## src/rtl/dift_tag_check_unit.sv

```systemverilog
// DIFT tag check stage: checks operand/PC tags of each issued instruction against TCCR,
// records the highest-priority violation, counts it and optionally halts issue via an exception handshake.
package dift_pkg;
  localparam int DIFT_TAG_SIZE = 4;

  typedef enum logic [2:0] {
    DIFT_PROP_OPCLASS_ALU  = 3'd0,
    DIFT_PROP_OPCLASS_LOAD = 3'd1,
    DIFT_PROP_OPCLASS_STOR = 3'd2,
    DIFT_PROP_OPCLASS_BRAN = 3'd3,
    DIFT_PROP_OPCLASS_CSR  = 3'd4,
    DIFT_PROP_OPCLASS_OTH  = 3'd5
  } dift_prop_opclass_t;

  typedef enum logic [2:0] {
    CAUSE_NONE      = 3'd0,
    CAUSE_EXEC      = 3'd1,
    CAUSE_JALR      = 3'd2,
    CAUSE_BRAN      = 3'd3,
    CAUSE_LOAD_ADDR = 3'd4,
    CAUSE_STOR_ADDR = 3'd5,
    CAUSE_STOR_DATA = 3'd6
  } dift_cause_t;

  typedef struct packed {
    logic [2:0]  cause;
    logic [31:0] pc;
  } viol_rec_t;
endpackage

module dift_tag_check_unit
  import dift_pkg::*;
#(
  parameter int TAG_SIZE  = DIFT_TAG_SIZE,
  parameter int CNT_WIDTH = 16
) (
  input  logic                 clk,
  input  logic                 rst,
  input  logic [7:0]           tccr_i,
  input  logic                 valid_i,
  input  logic                 ex_ready_i,
  input  dift_prop_opclass_t   opclass_i,
  input  logic                 is_jalr_i,
  input  logic                 is_jump_i,
  input  logic [TAG_SIZE-1:0]  operand_a_tag_i,
  input  logic [TAG_SIZE-1:0]  operand_b_tag_i,
  input  logic [TAG_SIZE-1:0]  pc_tag_i,
  input  logic [31:0]          pc_i,
  input  logic                 exc_ack_i,
  input  logic                 clear_cnt_i,
  output logic                 stall_o,
  output logic                 exc_req_o,
  output logic [2:0]           exc_cause_o,
  output logic [31:0]          exc_pc_o,
  output logic [CNT_WIDTH-1:0] viol_cnt_o
);

  typedef enum logic {IDLE, REQ} state_t;

  state_t      state;
  viol_rec_t   rec;
  dift_cause_t cause;
  logic        a_set, b_set, pc_set, checked, viol, halt_en;
  logic [6:1]  fire;
  logic        unused_tccr;

  assign unused_tccr = tccr_i[7];
  assign halt_en     = tccr_i[6];
  assign a_set       = |operand_a_tag_i;
  assign b_set       = |operand_b_tag_i;
  assign pc_set      = |pc_tag_i;
  assign checked     = valid_i & ex_ready_i & (state == IDLE);

  assign fire[1] = tccr_i[5] & pc_set;
  assign fire[2] = tccr_i[0] & is_jalr_i & a_set;
  assign fire[3] = tccr_i[1] & (opclass_i == DIFT_PROP_OPCLASS_BRAN) & ~is_jump_i & (a_set | b_set);
  assign fire[4] = tccr_i[2] & (opclass_i == DIFT_PROP_OPCLASS_LOAD) & a_set;
  assign fire[5] = tccr_i[3] & (opclass_i == DIFT_PROP_OPCLASS_STOR) & a_set;
  assign fire[6] = tccr_i[4] & (opclass_i == DIFT_PROP_OPCLASS_STOR) & b_set;

  // Lowest cause number wins.
  always_comb begin
    cause = CAUSE_NONE;
    if      (fire[1]) cause = CAUSE_EXEC;
    else if (fire[2]) cause = CAUSE_JALR;
    else if (fire[3]) cause = CAUSE_BRAN;
    else if (fire[4]) cause = CAUSE_LOAD_ADDR;
    else if (fire[5]) cause = CAUSE_STOR_ADDR;
    else if (fire[6]) cause = CAUSE_STOR_DATA;
  end

  assign viol = checked & (cause != CAUSE_NONE);

  // Detect term is combinational so the following instruction is held off in the same cycle.
  assign stall_o     = (state == REQ) | (viol & halt_en);
  assign exc_cause_o = rec.cause;
  assign exc_pc_o    = rec.pc;

  always_ff @(posedge clk) begin
    if (rst) begin
      state      <= IDLE;
      exc_req_o  <= 1'b0;
      rec        <= '0;
      viol_cnt_o <= '0;
    end else begin
      case (state)
        IDLE: if (viol && halt_en) begin
          state     <= REQ;
          exc_req_o <= 1'b1;
        end
        REQ: if (exc_ack_i) begin
          state     <= IDLE;
          exc_req_o <= 1'b0;
        end
        default: begin
          state     <= IDLE;
          exc_req_o <= 1'b0;
        end
      endcase

      if (viol) rec <= '{cause: cause, pc: pc_i};

      if (clear_cnt_i)                  viol_cnt_o <= '0;
      else if (viol && !(&viol_cnt_o))  viol_cnt_o <= viol_cnt_o + 1'b1;
    end
  end

endmodule

```

## config.mk

```make
export PLATFORM = sky130hd
export DESIGN_NAME = dift_tag_check_unit
export DESIGN_NICKNAME = d
export VERILOG_FILES = /design/src/rtl/dift_tag_check_unit.sv
export SDC_FILE = /design/constraint.sdc
export NUM_CORES = 1
export LEC_CHECK = 0
export ABC_AREA = 1
export BUFFER_PORTS_ARGS = -buffer_cell sky130_fd_sc_hd__buf_4
export CORE_MARGIN = 10
export CORE_UTILIZATION = 40
export CTS_BUF_LIST = sky130_fd_sc_hd__clkbuf_4
export DETAILED_ROUTE_END_ITERATION = 10
export PLACE_DENSITY = 0.72
export SLEW_MARGIN = 20
export SYNTH_ARGS = -nofsm -noshare
export SYNTH_HDL_FRONTEND = slang
export SYNTH_SLANG_ARGS = --single-unit
export TNS_END_PERCENT = 10
```

## constraint.sdc

```tcl
create_clock -name clk -period 3.7 [get_ports clk]
set_input_delay 0.74 -clock clk [delete_from_list [all_inputs] [get_ports clk]]
set_output_delay 0.74 -clock clk [all_outputs]
set_load 0.03 [all_outputs]
```

# Word-level counts from Yosys, hierarchy flattened
# Cells that the tools add are included.
dict set report totals {
  reg_bits 53
  inputBits 63
  wordCells 53
}
dict set report op_classes {
  add_sub_neg 1
  n_eq_ne 5
  mux 12
  bitwise_logic 20
  n_reduce_logical 10
}
# operator count
set op_table {}
lappend op_table {{3-bit 2-to-1 mux} 6}
lappend op_table {{16-bit by 1-bit adder with 16-bit output (second input constant)} 1}
lappend op_table {{1-bit AND} 16}
lappend op_table {{16-bit AND reduction} 1}
lappend op_table {{4-bit OR reduction} 3}
lappend op_table {{3-bit by 2-bit == test with 1-bit output (second input constant)} 2}
lappend op_table {{1-bit 2-to-1 mux} 4}
lappend op_table {{1-bit one-hot mux with 2 select lines} 2}
lappend op_table {{3-bit by 1-bit == test with 1-bit output (second input constant)} 1}
lappend op_table {{3-bit nonzero test} 1}
lappend op_table {{1-bit logical AND} 2}
lappend op_table {{2-bit by 1-bit inequality test with 1-bit output (second input constant)} 1}
lappend op_table {{2-bit inequality test (second input constant)} 1}
lappend op_table {{1-bit NOT} 2}
lappend op_table {{1-bit OR} 2}
lappend op_table {{2-bit AND reduction} 1}
lappend op_table {{2-bit OR reduction} 1}
lappend op_table {{1-bit zero test} 1}

# Logic depth before layout (Yosys ltp)
# Gate-level depths: netlist of run 1.
dict set report depth {
  word_depth 14
  mapped_depth 12
  ltp_nobuf 11
}

# Least setup slack after synthesis of run 1
# No wires, ideal clock.
dict set report synth_timing {
  path_kind {input-to-output}
  from {input port operand_a_tag_i[3]}
  to {output port stall_o}
  arrival_ns 1.817
  required_ns 2.960
  slack_ns 1.143
  path_stages 10
  cell_sequence {nor2_2 > nand2_2 > nand3_2 > nand2_1 > nor2_2 > nand3_4 > nand2_8 > inv_4 > nand2_1 > nand2_1}
}
dict set report synth_via {
  elab_chain_len 11
  word_cells_on_any_way 15
  classes_between {mux: 5; bitwise: 8; reduce/logical: 2}
}
# item line_no
set synth_lines {}
lappend synth_lines {{start: declaration} 45} ;# input logic [TAG_SIZE-1:0] operand_a_tag_i,
lappend synth_lines {{4-bit OR reduction *} 69} ;# assign a_set = |operand_a_tag_i;
lappend synth_lines {{1-bit AND} 78} ;# assign fire[5] = tccr_i[3] & (opclass_i == DIFT_PROP_OPCLASS_STOR) & a_set;
lappend synth_lines {{3-bit 2-to-1 mux} 88} ;# else if (fire[5]) cause = CAUSE_STOR_ADDR;
lappend synth_lines {{3-bit 2-to-1 mux} 87} ;# else if (fire[4]) cause = CAUSE_LOAD_ADDR;
lappend synth_lines {{3-bit 2-to-1 mux} 86} ;# else if (fire[3]) cause = CAUSE_BRAN;
lappend synth_lines {{3-bit 2-to-1 mux *} 85} ;# else if (fire[2]) cause = CAUSE_JALR;
lappend synth_lines {{3-bit 2-to-1 mux *} 84} ;# if (fire[1]) cause = CAUSE_EXEC;
lappend synth_lines {{3-bit nonzero test *} 92} ;# assign viol = checked & (cause != CAUSE_NONE);
lappend synth_lines {{1-bit AND *} 92}
lappend synth_lines {{1-bit AND *} 95} ;# assign stall_o = (state == REQ) | (viol & halt_en);
lappend synth_lines {{1-bit OR *} 95}
lappend synth_lines {{end: declaration} 51} ;# output logic stall_o,
# Every way passes the cells marked *; elsewhere a longest branch is shown, timed or not.

# Final worst setup path of run 1
# Same ends and word-level chain as after synthesis.

==> results.toml, run 1 <==
[status]
outcome = "complete, no violations"

[global_routing]
pin_count_of_the_biggest_net_entering_global_routing = 37
number_of_global_route_vias_before_repair = 2476
overflow = 0
grt_antenna_before_repair = 0
grt_pass1_wl_um = 11800
gr-usage-all-layers = 0.140

[yosys]
postSynthRegisterBits = 53
seq_area_frac_synth = 0.415
synth_ff_type = "dfxtp_1"
yosys.cell_types.count = 28
synthesis.nets = 422
yosysWarnings = 0
netlist_instances = 358
synthesis.area_mm2 = 0.00256
ys_top_cells_by_area = "dfxtp_1, nor2_1, nand2_1"
yosys.cell_count.top_type = "nor2_1"
postSynth.asyncResetShare = 0
synth_top_area_cell = "dfxtp_1"
synth-edff-count = 0
synth_common_cells = "nor2_1, nand2_1, dfxtp_1"
synth.top_cell.area_share = 0.415
synthesis.area_per_instance_um2 = 7.14

[clocking]
worst_setup_hold_path_clk_slew_ns = 0.15
postCtsHoldBufs = 0
clock_sink_count = 53
cts-root-to-sink-buffers = 2
post_cts_resize_count = 0
numCtsBuffers = 5
tritoncts_clock_tree = "done"
h-tree-depth = 2
cts_setup_buffers = 0
worst_skew_pair.late_latency_ns = 0.37
root_buffer = "clkbuf_4"

[floorplan]
initial_core_util = 0.407
die-width_um = 99.9
die_height_um = 99.9
rows = 29
total_die_area_mm2 = 0.00999
core_area_mm2 = 0.00628
io_pins = 116

[critical_path]
critPathArrivalTime_ns = 2.27
max_fo_critical_path = 36
setup.worst_path.start_class = "input port"
required_ns = 2.96
worstSetupPathType = "in2out"
setup.worst_path.end_class = "output pin"

[place]
hpwlAfterDp_um = 5660
place.detailed.instances = 537
postPlaceCellArea_mm2 = 0.00342
placement.io_buffers = 114
gp_routability_congestion = 0.876

[route]
vias = 2666
drc_errors = 0
ant_nets = 0
finalWirelength_um = 7320
dr.pass1.iters = 4
via_per_inst = 4.89
avgRoutedWirePerCell_um = 13.4
drt-initial-drc-count = 96

[cells_and_area]
antennaDiodeCount = 0
layout.nets = 531
design_area_mm2 = 0.00350
area_delta_synth_final_pct = 36.8
final_cell_count_without_fillers = 545
layout.filler_cells = 644
drive_gt1_frac = 0.303

[sta]
achievable-frequency_ghz = 0.332
period_share = 0.814
worst_slew_pin_slew_ns = 0.925
maxSlewHeadroom = 0.382
fin_crit_ns = 3.01
setup_tns_ns = 0
rsz0062_at_grt = "no"
timing.clock.skew_ns = 0.00777
maxSlewViolCount = 0
number_of_failing_setup_endpoints_in_the_final_timing_report = 0
holdWs_ns = 0.467
hold_viol_final = 0

[power]
p_per_area_mw_per_mm2 = 339
leakage_nw = 1.56
peakVddDrop_uv = 180

[flow_run]
max_cap_violations = 0

[worst_hold_path]
min_path_type = "reg2reg"
cells by family (layout without fill, tap and decap cells):
logic type | Yosys count | after routing | share of synthesized area
fa+ha+maj | 1 | 1 | 0.00489
xor+xnor | 9 | 9 | 0.0308
simple gates | 202 | 202 | 0.363
compound gates | 55 | 55 | 0.109
flops | 53 | 53 | 0.415
buf+inv | 38 | 148 | 0.0778
through the flow:
stage | setup WS [ns] | utilization | total power [mW]
floorplan | 1.14 | - | 0.774
global placement | 0.680 | 0.544 | 0.877
detailed placement | 0.664 | 0.544 | 0.881
CTS | 0.669 | 0.557 | 1.21
global route | 0.533 | 0.557 | 1.25
finish | 0.689 | 0.557 | 1.18
sequential cells by signal (all words and copies together) (netlist names):
name         count
exc_cause_o      3
exc_pc_o        32
exc_req_o        1
state            1
viol_cnt_o      16
cell type report:
type                    instances  area, um^2  area share
flip-flops and latches         53        1060       0.304
clock inverters                 3        41.3      0.0118
multi-input cells             267        1300       0.371
well taps                      77        96.3      0.0276
inverters                      24        92.6      0.0265
clock buffers                   5        37.5      0.0107
repair buffers                116         871       0.249
worst paths after layout:
check             depth (start not counted)                        from                    endpoint  slack [ns]
setup / recovery                         12          operand_a_tag_i[3]                     stall_o        0.69
hold / removal                            2      exc_req_o$_SDFFE_PP0P_      exc_req_o$_SDFFE_PP0P_        0.47
setup reg to reg                          7  viol_cnt_o[0]$_SDFFE_PP0P_  viol_cnt_o[4]$_SDFFE_PP0P_        1.62
hold reg to reg                           2      exc_req_o$_SDFFE_PP0P_      exc_req_o$_SDFFE_PP0P_        0.47
critical path, cell delays in order:
cell     delay (ns)
buf_4          0.11
nor2_2         0.12
nand2_2        0.09
nand3_2        0.09
nand2_1        0.06
nor2_2         0.14
nand3_4        0.24
nand2_8        0.29
inv_4          0.04
nand2_1        0.10
nand2_1        0.06
buf_4          0.17
power breakdown:
group / total, mW / internal (mW) / leakage [nW] / switching, mW
registers: 0.612 / 0.598 / 0.432 / 0.0137
logic: 0.253 / 0.107 / 1.09 / 0.146
clock network: 0.319 / 0.140 / 0.0389 / 0.179
total: 1.18 / 0.846 / 1.56 / 0.339
per-layer routing:
layer	global-route usage	wire (um)	vias up
met4	0.0397	87	0
li1	-	-	1375
met1	0.161	3120	1193
met5	0	0	-
met2	0.243	3570	88
met3	0.0426	543	10
layout by cell type (no fill, tap or decap), drive strengths merged, types with 5 or more instances in the layout:
master  count
xor2        7
nor2      104
nand2      63
inv        24
buf       116
a21oi      18
o21ai      36
dfxtp      53
nand3      14
clkbuf      5
nand4      18
Power figures use the tool's default switching activity.
==> inputs of run 2 (changes only) <==
Settings changed: PLACE_DENSITY 0.72 to 0.75.
Clock period 3.7 ns to 2.4 ns, I/O delays scaled along.
==> results.toml, run 2 (same netlist as run 1, synthesis figures left out) <==
[status]
outcome = "complete, no violations"

[route]
vias = 2652
via_per_inst = 4.83
drc_errors = 0
finalWirelength_um = 7330
drt-initial-drc-count = 51
avgRoutedWirePerCell_um = 13.4
ant_nets = 0
dr.pass1.iters = 4

[place]
gp_routability_congestion = 0.864
hpwlAfterDp_um = 5680
postPlaceCellArea_mm2 = 0.00345
placement.io_buffers = 114

[floorplan]
io_pins = 116
total_die_area_mm2 = 0.00999
initial_core_util = 0.407
rows = 29
die-width_um = 99.9
core_area_mm2 = 0.00628
die_height_um = 99.9

[cells_and_area]
layout.nets = 535
drive_gt1_frac = 0.311
antennaDiodeCount = 0
layout.filler_cells = 646
final_cell_mix = "buf_4, nor2_1, nand2_1"
largest_register_ffs = 32
commonest_non_fill_non_tap_cell_in_the_layout = "buf_4"
design_area_mm2 = 0.00351
area_delta_synth_final_pct = 37.2

[clocking]
h-tree-depth = 2
postCtsHoldBufs = 0
numCtsBuffers = 5
worst_skew_pair.late_latency_ns = 0.36
cts_setup_buffers = 0
tritoncts_clock_tree = "done"
root_buffer = "clkbuf_4"
worst_setup_hold_path_clk_slew_ns = 0.16
clock_sink_count = 53
post_cts_resize_count = 0
cts-root-to-sink-buffers = 2

[critical_path]
crit_path_top_delay_cell = "buf_4"
setup.worst_path.end_class = "output pin"
required_ns = 1.92
crit_chain = "buf_4 -> nor2_2 -> nand2_2 -> nand3_2 -> nand2_1 -> nor2_2 -> nand3_4 -> nand2_8 -> inv_4 -> nand2_1 -> nand2_1 -> buf_4"
worstSetupPathType = "in2out"
max_fo_critical_path = 3
critPathArrivalTime_ns = 1.66
worst_r2r_startpoint = "viol_cnt_o[0]$_SDFFE_PP0P_"
setup.worst_path.start_class = "input port"
setup.worst_path.start = "operand_a_tag_i[3]"
critPathMostFrequentCell = "nand2_1"
cpPeakStageDelay_ns = 0.17

[power]
power.internal_mw = 1.21
pwr-share-seq = 0.542
share_clk_of_total_power = 0.230
p_per_area_mw_per_mm2 = 497
reported_net_switching_power_uw = 534
leakage_nw = 1.57
post-layout-total-power_mw = 1.74
pwr-share-comb = 0.228
peakVddDrop_uv = 305
p_sw_frac = 0.306

[sta]
achievable-frequency_ghz = 0.467
period_share = 0.891
setup_tns_ns = 0
fin_crit_ns = 2.14
number_of_failing_setup_endpoints_in_the_final_timing_report = 0
rsz0062_at_grt = "no"
hold_viol_final = 0
maxSlewViolCount = 0
worst_slew_pin_slew_ns = 0.490
maxSlewHeadroom = 0.673
timing.clock.skew_ns = 0.0102

[global_routing]
gr-usage-all-layers = 0.144
number_of_global_route_vias_before_repair = 2636
pin_count_of_the_biggest_net_entering_global_routing = 36
grt_pass1_wl_um = 12200
grt_antenna_before_repair = 0
overflow = 0

[worst_hold_path]
hp-start = "rst"
min_path_type = "in2reg"

[flow_run]
max_cap_violations = 0
[run 2: changes by cell type in the layout (fill, tap and decap cells not counted)]
cell       delta
inv_6         +1
bufinv_16     -1
clkinv_2      +1
clkinv_1      -1
buf_4         +4
[run 2: through the flow]
step / utilization / hold slack, ns / cells / setup WS, ns
detailed placement: 0.549 / 0.441 / 541 / 0.235
global placement: 0.549 / 0.442 / 541 / 0.283
global route: 0.559 / 0.255 / 549 / 0.129
CTS: 0.559 / 0.262 / 549 / 0.234
finish: 0.559 / 0.279 / 549 / 0.261
floorplan: - / 0.462 / 358 / 0.363
[run 2: layout make-up]
type / count / area, um^2 / area share
Multi-Input combinational cell: 267 / 1300 / 0.370
Sequential cell: 53 / 1060 / 0.303
Timing Repair Buffer: 120 / 901 / 0.257
Tap cell: 77 / 96.3 / 0.0275
Inverter: 24 / 92.6 / 0.0264
Clock buffer: 5 / 37.5 / 0.0107
Clock inverter: 3 / 21.3 / 0.00607
[run 2: power groups by stage]
stage	sequential [mW]	clock, mW	combinational [mW]
final	0.944	0.401	0.398
after global routing	0.950	0.463	0.437
after CTS	0.944	0.425	0.403
after detailed placement	0.963	0	0.402
after global placement	0.961	0	0.394
after floorplan	1.04	0	0.150
[run 2: final timing paths]
path	end	depth (start not counted)	slack (ns)
max	stall_o	12	0.26
min	exc_cause_o[2]$_SDFFE_PP0P_	2	0.28
min reg2reg	exc_req_o$_SDFFE_PP0P_	2	0.46
max reg2reg	viol_cnt_o[13]$_SDFFE_PP0P_	7	0.39
[run 2: worst max-delay path, delay by kind of cell]
family                 cells  cell delay (ns)
buffers and inverters      3             0.31
and+or+nand+nor            9             0.86
[run 2: routing by layer]
metal  vias to the layer above  global-route usage  wire [um]
met5                         -                   0          0
met4                         0              0.0353         82
met3                         7              0.0440        532
met2                        72               0.261       3720
met1                      1194               0.159       2990
li1                       1379                   -          -
==> inputs of run 3 (changes only) <==
==> constraint.sdc (replaced) <==
create_clock -name clk -period 2.4 [get_ports clk]
set_input_delay 0.12 -clock clk [delete_from_list [all_inputs] [get_ports clk]]
set_output_delay 0.12 -clock clk [all_outputs]
set_load 0.03 [all_outputs]
==> results.toml, run 3 (same netlist as run 1, synthesis figures left out) <==
[power]
peakVddDrop_uv = 331
post-layout-total-power_mw = 1.88
leakage_nw = 1.70
p_per_area_mw_per_mm2 = 491

[floorplan]
die_height_um = 99.9
die-width_um = 99.9
rows = 29
io_pins = 116
total_die_area_mm2 = 0.00999
core_area_mm2 = 0.00628
initial_core_util = 0.407

[sta]
period_share = 0.864
timing.clock.skew_ns = 0.0111
holdWs_ns = 0.0140
number_of_failing_setup_endpoints_in_the_final_timing_report = 0
setup_tns_ns = 0
fin_crit_ns = 2.07
achievable-frequency_ghz = 0.482
worst_slew_pin_slew_ns = 0.705
rsz0062_at_grt = "no"
maxSlewViolCount = 0
maxSlewHeadroom = 0.530
hold_viol_final = 0

[critical_path]
crit_chain = "nor2_2 -> nand2_8 -> inv_4 -> nand2_1 -> a21oi_1 -> dlygate4sd3_1"
worst_r2r_startpoint = "state$_SDFF_PP0_"
cpPeakStageDelay_ns = 0.56
setup.worst_path.end_class = "register"
critPathArrivalTime_ns = 2.40
max_fo_critical_path = 36
setup.worst_path.start = "state$_SDFF_PP0_"
setup.worst_path.start_class = "register"
required_ns = 2.73
crit_path_top_delay_cell = "dlygate4sd3_1"
worstSetupPathType = "reg2reg"

[clocking]
cts_setup_buffers = 0
clock_sink_count = 53
numCtsBuffers = 5
post_cts_resize_count = 0
root_buffer = "clkbuf_4"
postCtsHoldBufs = 33
cts-root-to-sink-buffers = 2
h-tree-depth = 2
worst_setup_hold_path_clk_slew_ns = 0.15
worst_skew_pair.late_latency_ns = 0.37
tritoncts_clock_tree = "done"

[route]
dr.pass1.iters = 4
ant_nets = 0
avgRoutedWirePerCell_um = 13.4
drt-initial-drc-count = 81
via_per_inst = 4.72
drc_errors = 0
finalWirelength_um = 7770
vias = 2733

[worst_hold_path]
min_path_type = "in2reg"
hp-start = "pc_i[0]"

[cells_and_area]
area_delta_synth_final_pct = 50.0
layout.nets = 565
commonest_non_fill_non_tap_cell_in_the_layout = "buf_4"
final_cell_mix = "buf_4, nor2_1, nand2_1"
final_cell_count_without_fillers = 579
drive_gt1_frac = 0.285
largest_register_ffs = 32
antennaDiodeCount = 0
final_core_utilization = 0.611

[global_routing]
grt_antenna_before_repair = 0
pin_count_of_the_biggest_net_entering_global_routing = 37
global_route.usage.met2 = 0.272
gr-usage-all-layers = 0.149
met3_track_demand_over_resource_in_global_routing = 0.0398
grt_pass1_wl_um = 12500
layer_with_the_highest_usage = "met2"
number_of_global_route_vias_before_repair = 2679
overflow = 0
grt_util_met1 = 0.168

[place]
place.detailed.instances = 538
gp_routability_congestion = 0.877
placement.io_buffers = 114
hpwlAfterDp_um = 5620

[flow_run]
max_cap_violations = 0

[status]
outcome = "complete, no violations"
run 3: final cells by class:
class | count | area [um^2]
fillers | 569 | 2440
multi-input cells | 267 | 1300
repair buffers | 150 | 1210
flip-flops and latches | 53 | 1060
well taps | 77 | 96.3
inverters | 24 | 92.6
clock inverters | 3 | 41.3
clock buffers | 5 | 37.5
run 3: report_power, final:
part           total, mW  internal [mW]  leakage [nW]  switching (mW)
Clock              0.500          0.216        0.0389           0.284
Combinational      0.437          0.199          1.23           0.238
Sequential         0.945          0.922         0.432          0.0224
Total               1.88           1.34          1.70           0.544
run 3: metal layers:
| metal | up-vias | wire length [um] | part of all wire |
|---|---|---|---|
| li1 | 1442 | - | - |
| met1 | 1202 | 3290 | 0.42 |
| met2 | 84 | 3980 | 0.51 |
| met3 | 5 | 442 | 0.057 |
| met4 | 0 | 58 | 0.0075 |
| met5 | - | 0 | 0 |
run 3: worst max-delay path, delay by kind of cell (launching register included):
kind | cells | cell delay [ns]
flops | 1 | 0.36
compound gates | 1 | 0.15
buf+inv | 2 | 0.90
simple gates | 3 | 0.60
run 3: through the flow:
stage	cell area [um^2]	setup WS (ns)
2_1_floorplan	2560	0.569
3_3_place_gp	3420	0.388
3_5_place_dp	3420	0.363
4_1_cts	3830	0.307
5_1_grt	3830	0.171
6_report	3830	0.327
run 3: worst paths after layout:
check	endpoint	slack, ns	depth (start not counted)
setup / recovery	state$_SDFF_PP0_	0.33	6
hold / removal	exc_pc_o[0]$_SDFFE_PP0P_	0.01	3
setup reg to reg	state$_SDFF_PP0_	0.33	6
hold reg to reg	exc_req_o$_SDFFE_PP0P_	0.46	2
